### src/rtl/uart_tx_frame.sv
// rtl/uart_tx_frame.sv - parametrised UART transmitter (start, data LSB first, optional parity, stop)
// Optional transmit FIFO in front of the FSM when UART_TX_FIFO_EN is defined.

`ifdef UART_TX_FIFO_EN
module uart_tx_fifo #(
  parameter int WIDTH = 8,
  parameter int DEPTH = 16
) (
  input  logic             clk,
  input  logic             rst_n,
  input  logic             push,
  input  logic [WIDTH-1:0] push_data,
  input  logic             pop,
  output logic [WIDTH-1:0] pop_data,
  output logic             empty,
  output logic             full
);
  localparam int AW = $clog2(DEPTH);
  localparam int PW = AW + 1;

  logic [WIDTH-1:0] mem [DEPTH];
  logic [PW-1:0]    wptr;
  logic [PW-1:0]    rptr;
  logic [PW-1:0]    wptr_nxt;
  logic [PW-1:0]    rptr_nxt;
  logic [PW-1:0]    count_nxt;
  logic             do_push;
  logic             do_pop;

  assign do_push = push && !full;
  assign do_pop  = pop && !empty;

  always_comb begin
    wptr_nxt  = wptr + PW'(do_push);
    rptr_nxt  = rptr + PW'(do_pop);
    count_nxt = wptr_nxt - rptr_nxt;
  end

  // full is registered from the next-state pointers so in_ready never sees in_valid combinationally
  always_ff @(posedge clk or negedge rst_n) begin
    if (!rst_n) begin
      wptr <= '0;
      rptr <= '0;
      full <= 1'b0;
    end else begin
      wptr <= wptr_nxt;
      rptr <= rptr_nxt;
      full <= (count_nxt == PW'(DEPTH));
    end
  end

  always_ff @(posedge clk) begin
    if (do_push) begin
      mem[wptr[AW-1:0]] <= push_data;
    end
  end

  assign empty    = (wptr == rptr);
  assign pop_data = mem[rptr[AW-1:0]];
endmodule
`endif

module uart_tx_frame #(
  parameter int CLK_DIV    = 234,
  parameter int DATA_BITS  = 8,
  parameter int PARITY     = 0,
  parameter int STOP_BITS  = 1,
  parameter int FIFO_DEPTH = 16
) (
  input  logic                 clk,
  input  logic                 rst_n,
  input  logic [DATA_BITS-1:0] in_data,
  input  logic                 in_valid,
  output logic                 in_ready,
  output logic                 tx,
  output logic                 busy
);
  localparam int DIV_W = $clog2(CLK_DIV);
  localparam int IDX_W = $clog2(DATA_BITS);

  localparam logic [2:0] S_IDLE   = 3'd0;
  localparam logic [2:0] S_START  = 3'd1;
  localparam logic [2:0] S_DATA   = 3'd2;
  localparam logic [2:0] S_PARITY = 3'd3;
  localparam logic [2:0] S_STOP   = 3'd4;

  localparam logic [DIV_W-1:0] DIV_LAST  = DIV_W'(CLK_DIV - 1);
  localparam logic [IDX_W-1:0] DATA_LAST = IDX_W'(DATA_BITS - 1);
  localparam logic [IDX_W-1:0] STOP_LAST = IDX_W'(STOP_BITS - 1);
  localparam logic             PAR_ODD   = (PARITY == 1);
  localparam logic [2:0]       AFTER_DATA = (PARITY != 0) ? S_PARITY : S_STOP;

  if (CLK_DIV < 2) begin : g_bad_clk_div
    $error("uart_tx_frame: CLK_DIV must be at least 2");
  end
  if (DATA_BITS < 5 || DATA_BITS > 9) begin : g_bad_data_bits
    $error("uart_tx_frame: DATA_BITS must be 5..9");
  end
  if (PARITY < 0 || PARITY > 2) begin : g_bad_parity
    $error("uart_tx_frame: PARITY must be 0, 1 or 2");
  end
  if (STOP_BITS < 1 || STOP_BITS > 2) begin : g_bad_stop_bits
    $error("uart_tx_frame: STOP_BITS must be 1 or 2");
  end
  if (FIFO_DEPTH < 2 || (FIFO_DEPTH & (FIFO_DEPTH - 1)) != 0) begin : g_bad_fifo_depth
    $error("uart_tx_frame: FIFO_DEPTH must be a power of 2, at least 2");
  end

  logic [2:0]           state;
  logic [DIV_W-1:0]     div_cnt;
  logic [IDX_W-1:0]     bit_idx;
  logic [DATA_BITS-1:0] shreg;
  logic                 par_bit;
  logic                 bit_tick;
  logic                 tx_nxt;
  logic                 start_frame;
  logic [DATA_BITS-1:0] load_word;

`ifdef UART_TX_FIFO_EN
  logic                 fifo_empty;
  logic                 fifo_full;
  logic                 fifo_pop;
  logic [DATA_BITS-1:0] fifo_data;

  // the FSM pops on the same edge it leaves IDLE
  assign fifo_pop = (state == S_IDLE) && !fifo_empty;

  uart_tx_fifo #(
    .WIDTH (DATA_BITS),
    .DEPTH (FIFO_DEPTH)
  ) u_fifo (
    .clk       (clk),
    .rst_n     (rst_n),
    .push      (in_valid),
    .push_data (in_data),
    .pop       (fifo_pop),
    .pop_data  (fifo_data),
    .empty     (fifo_empty),
    .full      (fifo_full)
  );

  assign in_ready    = !fifo_full;
  assign start_frame = fifo_pop;
  assign load_word   = fifo_data;
  assign busy        = (state != S_IDLE) || !fifo_empty;
`else
  assign in_ready    = (state == S_IDLE);
  assign start_frame = in_valid && in_ready;
  assign load_word   = in_data;
  assign busy        = (state != S_IDLE);
`endif

  assign bit_tick = (div_cnt == '0);

  always_comb begin
    tx_nxt = 1'b1;
    case (state)
      S_START:  tx_nxt = 1'b0;
      S_DATA:   tx_nxt = shreg[0];
      S_PARITY: tx_nxt = par_bit;
      default:  tx_nxt = 1'b1;
    endcase
  end

  // tx is a flop one cycle behind state; this also yields the idle-high clk between frames
  always_ff @(posedge clk or negedge rst_n) begin
    if (!rst_n) begin
      state   <= S_IDLE;
      div_cnt <= '0;
      bit_idx <= '0;
      shreg   <= '0;
      par_bit <= 1'b0;
      tx      <= 1'b1;
    end else begin
      tx <= tx_nxt;
      case (state)
        S_IDLE: begin
          if (start_frame) begin
            state   <= S_START;
            div_cnt <= DIV_LAST;
            bit_idx <= '0;
            shreg   <= load_word;
            par_bit <= (^load_word) ^ PAR_ODD;
          end
        end
        S_START: begin
          if (bit_tick) begin
            state   <= S_DATA;
            div_cnt <= DIV_LAST;
          end else begin
            div_cnt <= div_cnt - DIV_W'(1);
          end
        end
        S_DATA: begin
          if (bit_tick) begin
            div_cnt <= DIV_LAST;
            shreg   <= shreg >> 1;
            if (bit_idx == DATA_LAST) begin
              bit_idx <= '0;
              state   <= AFTER_DATA;
            end else begin
              bit_idx <= bit_idx + IDX_W'(1);
            end
          end else begin
            div_cnt <= div_cnt - DIV_W'(1);
          end
        end
        S_PARITY: begin
          if (bit_tick) begin
            state   <= S_STOP;
            div_cnt <= DIV_LAST;
            bit_idx <= '0;
          end else begin
            div_cnt <= div_cnt - DIV_W'(1);
          end
        end
        S_STOP: begin
          if (bit_tick) begin
            if (bit_idx == STOP_LAST) begin
              state   <= S_IDLE;
              div_cnt <= '0;
              bit_idx <= '0;
            end else begin
              div_cnt <= DIV_LAST;
              bit_idx <= bit_idx + IDX_W'(1);
            end
          end else begin
            div_cnt <= div_cnt - DIV_W'(1);
          end
        end
        default: begin
          state   <= S_IDLE;
          div_cnt <= '0;
          bit_idx <= '0;
        end
      endcase
    end
  end
endmodule

### config.mk
export PLATFORM = sky130hd
export DESIGN_NAME = uart_tx_frame
export DESIGN_NICKNAME = d
export VERILOG_FILES = /design/src/rtl/uart_tx_frame.sv
export SDC_FILE = /design/constraint.sdc
export NUM_CORES = 1
export LEC_CHECK = 0
export ABC_AREA = 1
export CORE_MARGIN = 4
export CORE_UTILIZATION = 51
export CTS_CLUSTER_DIAMETER = 200
export DETAILED_ROUTE_END_ITERATION = 12
export GPL_TIMING_DRIVEN = 0
export HOLD_SLACK_MARGIN = 0.12
export PLACE_DENSITY = 0.75
export SYNTH_ARGS = -nofsm -noshare
export SYNTH_HDL_FRONTEND = slang
export SYNTH_SLANG_ARGS = --single-unit
### constraint.sdc
create_clock -name clk -period 1.3 [get_ports clk]
set_input_delay 0.26 -clock clk [delete_from_list [all_inputs] [get_ports clk]]
set_output_delay 0.26 -clock clk [all_outputs]
set_load 0.01 [all_outputs]
==> impl_metrics.tcl, run 1 <==
set metrics [dict create \
    status "complete, but fails checks" \
    violations "negative setup slack" \
    clk_latency_ns 0.32 \
    die_x_um 63.9 \
    hold_viol 0 \
    ys_seq_elements 24 \
    tns_ns -1.98 \
    ctsHoldBuffers 0 \
    final_max_slew_viol_count 0 \
    overflow 0 \
    dp_hpwl_um 2300 \
    ant_nets 0 \
    fin_ws_ns -0.135 \
    numClockSinks 24 \
    r2r_start "state[1]" \
    p_clk_frac 0.072 \
    place_congestion 0.866 \
    cts.clk_slew.worst_paths_ns 0.14 \
    synth_area_per_cell_um2 7.05 \
    combPwrFrac 0.665 \
    dr.pass1.iters 4 \
    die_y_um 63.9 \
    p_per_area_nw_per_um2 2250 \
    cp_max_fo 6 \
    track_usage 0.181 \
    synth-seq-area-share 0.378 \
    antenna_found_initial 0 \
    nNetsFinal 278 \
    min_path_type "in2async" \
    power_leakage_nw 1.16 \
    fin_hold_ws_ns 0.242 \
    design_area_um2 2170 \
    start_util 0.526 \
    seq_power_share 0.263 \
    clk_path_buf_depth 2 \
    syn_inst 226 \
    first_iter_violations 103 \
    numCtsBuffers 3 \
    syn_nets 242 \
    min_period_ns 1.43 \
    crit_path_start_kind "flop" \
    pin_count 14 \
    wl_um 3790 \
    syn_area_um2 1590 \
    via_per_inst 4.94 \
    layout-drive-gt1-share 0.337 \
    ir_drop_mv 1.16 \
    cp.required_ns 1.52 \
    tritoncts "yes" \
    power.share.switching 0.471 \
    cts-root-buf "clkbuf_4" \
    rows 20 \
    wl_per_cell_um 12.4 \
    setup_viol 25 \
    fmax_mhz 697 \
    path_class "reg2reg" \
    grt_pass1_vias 1384 \
    power_switching_w 0.00231 \
    fin_crit_sh 1.10 \
    post-route-drc-count 0 \
    r2r_cells 8 \
    ys_warn_count 0 \
    crit_path_end_kind "flop" \
    dieArea_um2 4080 \
    cts_max_level 1 \
    rsz0062_at_grt "yes" \
    clock_skew_ns 0.00891 \
    via_count 1508 \
    intPower_w 0.00259 \
    place_area_um2 1790 \
    n_antenna_cell 0 \
    nFillCells 214 \
    grt_max_degree 25 \
    portBuffers 13 \
    core_area_um2 3030 \
    worst_ep_arrival_time_ns 1.66 \
    max_slew.worst_pin.slew_ns 1.10 \
    r2r_end "shreg[4]" \
    areaGrowthSynthToFinish_pct 36.3 \
    r2r_slack_ns -0.13 \
    grt_first_pass_wirelength_um 5910 \
    slew_headroom 0.268 \
    max-cap-violations 0 \
    synthDistinctLibCells 26 \
]
worst max path at each step:
stage                from          to  slack (ns)  depth (start not counted)
2_1_floorplan  div_cnt[0]  bit_idx[0]        0.01                          9
3_3_place_gp     in_valid    shreg[5]       -0.36                          8
3_5_place_dp     in_valid    shreg[5]       -0.35                          8
4_1_cts          state[0]    shreg[5]       -0.09                          9
5_1_grt        div_cnt[5]  bit_idx[1]       -0.19                          8
6_report         state[1]    shreg[4]       -0.13                          8
logic make-up (layout without fill, tap and decap cells):
group | count (synthesis) | count (layout) | synth area share
buf+inv | 42 | 77 | 0.110
xor+xnor | 2 | 2 | 0.0110
fa+ha+maj | 5 | 5 | 0.0392
flops | 24 | 24 | 0.378
compound gates | 32 | 32 | 0.119
simple gates | 121 | 121 | 0.343
registers in the layout, indices dropped and copies added, names as in the netlist:
| name | flops |
|---|---|
| div_cnt | 8 |
| shreg | 8 |
| bit_idx | 3 |
| state | 3 |
| par_bit | 1 |
| tx | 1 |
layer usage:
metal  track usage  wire (µm)  share of wire
met4        0.0270         25         0.0066
met5             0          0              0
met2         0.337       1990           0.52
met3        0.0492        155          0.041
met1         0.208       1620           0.43
what timing repair did:
| action | 4_1_cts | 5_1_grt |
|---|---|---|
| resized for setup | 43 | 32 |
| setup endpoints to repair | 23 | 24 |
| setup buffers | 13 | 5 |
| cloned | 0 | 1 |
| pin swaps | 9 | 17 |
critical path: stages, from the launching register on:
cell and delay [ns]:
dfrtp_2 0.46, nor2_4 0.15, nand2_4 0.09, buf_6 0.13, nor2_4 0.12, inv_2 0.07
nand2_4 0.11, clkbuf_16 0.16, o21ai_2 0.05
power by group through the flow:
stage               Combinational, W  Clock [W]  Sequential (W)
floorplan                    0.00164          0         0.00124
global placement             0.00209          0         0.00128
detailed placement           0.00211          0         0.00128
CTS                          0.00268   0.000359         0.00126
global route                 0.00357   0.000380         0.00132
finish                       0.00326   0.000351         0.00129
Yosys cell counts, drive strengths merged:
cell    number  area (µm²)
a21oi        2        10.0
buf          2        25.0
dfrtp       23         576
dfstp        1        26.3
ha           5        62.6
inv         40         150
nand2       85         344
nand3       17        95.1
nand3b       1        20.0
nand4        1        6.26
nor2        14        65.1
nor3         2        10.0
o21ai       27         161
o22ai        3        18.8
or2          1        6.26
xnor2        1        8.76
xor2         1        8.76
layout make-up:
class                           instances  area (µm²)  share of cell area
Multi-Input combinational cell        160        1010               0.465
Inverter                               40         160              0.0737
Tap cell                               44        55.1              0.0253
Buffer                                  2        25.0              0.0115
Timing Repair Buffer                   31         294               0.135
Sequential cell                        24         603               0.277
Clock buffer                            4        26.3              0.0121
stage by stage:
step           utilization  power, W  cells  setup slack [ns]
2_1_floorplan            -   0.00288    226            0.0135
3_3_place_gp         0.593   0.00336    283            -0.361
3_5_place_dp         0.593   0.00339    283            -0.345
4_1_cts              0.663   0.00429    300           -0.0945
5_1_grt              0.718   0.00527    305            -0.191
6_report             0.718   0.00490    305            -0.135
cell usage in the layout, fill, tap and decap left out, types with 6 or more instances in the layout:
| cell type | netlist | routed |
|---|---|---|
| nand2_1 | 77 | 67 |
| inv_1 | 34 | 28 |
| dfrtp_1 | 23 | 22 |
| buf_4 | 0 | 13 |
| o21ai_0 | 17 | 12 |
| o21ai_2 | 7 | 11 |
| nand3_1 | 15 | 10 |
| inv_2 | 6 | 9 |
| nand2_4 | 1 | 9 |
| nor2_1 | 11 | 9 |
| nand2_2 | 7 | 9 |
| clkdlybuf4s50_1 | 0 | 9 |
| buf_6 | 0 | 6 |
Power figures use the tool's default switching activity.
==> run 2: changes to the inputs <==
CORE_UTILIZATION = 42   (was 51)
PLACE_DENSITY = not set   (was 0.75)
==> impl_metrics.tcl, run 2 (synthesized netlist as in run 1, its figures left out) <==
set metrics [dict create \
    clk_latency_ns 0.27 \
    via_per_inst 4.77 \
    layout_commonest_cell "nand2_1" \
    clock_skew_ns 0.00864 \
    setup_viol 23 \
    place_congestion 0.781 \
    wl_um 3600 \
    pin_count 14 \
    power_leakage_nw 1.16 \
    grt_max_degree 25 \
    rsz0062_at_grt "yes" \
    r2r_start "div_cnt[0]" \
    numClockSinks 24 \
    top_regs "div_cnt: 8 flops, shreg: 8 flops" \
    start_util 0.435 \
    post-place-ws_ns -0.374 \
    ir_drop_mv 0.941 \
    cp.required_ns 1.46 \
    portBuffers 13 \
    nNetsFinal 276 \
    worst_ep_arrival_time_ns 1.53 \
    worstPathCellList "inv_2, ha_4, inv_2, nor2_4, nand2_4, nand2_4, nand3_4, nand2_1, o21ai_1" \
    place_area_um2 1800 \
    track_usage 0.157 \
    dp_hpwl_um 2400 \
    post-route-drc-count 0 \
    crit_buf_inv 2 \
    fin_ws_ns -0.0766 \
    crit_path_end_kind "flop" \
    dr.pass1.iters 4 \
    rows 22 \
    hold_viol 0 \
    first_iter_violations 44 \
    cp_slowest_stage_delay_ns 0.41 \
    cts.clk_slew.worst_paths_ns 0.09 \
    min_period_ns 1.38 \
    tns_ns -0.754 \
    clk_path_buf_depth 2 \
    overflow 0 \
    cts-root-buf "clkbuf_8" \
    antenna_found_initial 0 \
    min_path_type "in2async" \
    tritoncts "yes" \
    die_x_um 69.6 \
    fmax_mhz 726 \
    numCtsBuffers 3 \
    n_antenna_cell 0 \
    cpMaxStageDelayCell "dfrtp_1" \
    wl_per_cell_um 11.7 \
    slew_headroom 0.282 \
    via_count 1464 \
    grt_pass1_vias 1419 \
    core_area_um2 3660 \
    max_slew.worst_pin.slew_ns 1.08 \
    r2r_end "bit_idx[1]" \
    path_class "reg2reg" \
    fin_hold_ws_ns 0.300 \
    ant_nets 0 \
    p_per_area_nw_per_um2 2220 \
    fin_crit_sh 1.06 \
    most-common-layout-cells "67 x nand2_1, 29 x inv_1, 22 x dfrtp_1" \
    crit_path_start_kind "flop" \
    cts_max_level 1 \
    r2r_cells 9 \
    r2r_slack_ns -0.08 \
    status "complete, but fails checks" \
    areaGrowthSynthToFinish_pct 36.5 \
    design_area_um2 2180 \
    max-cap-violations 0 \
    final_max_slew_viol_count 0 \
    cp_max_fo 6 \
    dieArea_um2 4840 \
    cp_top_family "simple AND/OR/NAND/NOR gates" \
    die_y_um 69.6 \
    grt_first_pass_wirelength_um 6210 \
    violations "negative setup slack" \
    ctsHoldBuffers 0 \
    layout-drive-gt1-share 0.313 \
]
==> run 2: cell count changes in the layout (fill, tap and decap cells not counted), sizes merged <==
cell and change:
buf -2, clkdlybuf4s50 -1, dlygate4sd2 +1
==> run 2: where the power goes <==
group	internal [W]	switching [W]
sequential	0.00108	0.000206
clock	0.000219	0.000235
combinational	0.00134	0.00176
==> run 2: worst max path at each step <==
stage                  to  startpoint  depth (start not counted)  slack [ns]
4_1_cts        bit_idx[1]  div_cnt[0]                          9       -0.10
2_1_floorplan  bit_idx[0]  div_cnt[0]                          9        0.01
5_1_grt        bit_idx[0]  div_cnt[0]                          9       -0.17
3_5_place_dp     shreg[5]    in_valid                          8       -0.37
6_report       bit_idx[1]  div_cnt[0]                          9       -0.08
3_3_place_gp     shreg[5]    in_valid                          8       -0.38
==> run 2: repair_timing <==
item                                    CTS  global route
pin swaps                                12             9
gates cloned                              1             0
endpoints found under the setup margin   47            26
resized for setup                        49            28
buffers inserted                         16             1
==> run 2: layout make-up <==
class / instances / area [µm²]
buffer: 1 / 7.51
clock buffer: 4 / 45.0
fill: 335 / 1490
inverter: 40 / 155
multi-input combinational: 160 / 1000
sequential: 24 / 603
tap: 48 / 60.1
timing repair buffer: 30 / 304
==> run 2: worst register-to-register path: stages, from the launching register on <==
cell,delay [ns]
dfrtp_1,0.41
inv_2,0.09
ha_4,0.13
inv_2,0.04
nor2_4,0.14
nand2_4,0.11
nand2_4,0.11
nand3_4,0.10
nand2_1,0.08
o21ai_1,0.06
==> run 2: routing by layer <==
metal  track usage  share of wire  vias up
met5             0              0        -
met4        0.0325          0.010        0
met3        0.0362          0.032        6
met2         0.276           0.51       20
met1         0.195           0.45      668
li1              -              -      770
==> run 2: metrics by stage <==
stage / total power [W] / util / cells
final: 0.00484 / 0.594 / 307
after floorplan: 0.00288 / - / 226
after CTS: 0.00471 / 0.587 / 308
after global placement: 0.00339 / 0.491 / 287
after detailed placement: 0.00341 / 0.491 / 287
after global routing: 0.00525 / 0.594 / 307
==> run 3: changes to the inputs <==
CAP_MARGIN = 0   (was not set)
==> results of run 3 <==
Same layout as run 2: the final DEF is identical, and so are final timing and power.
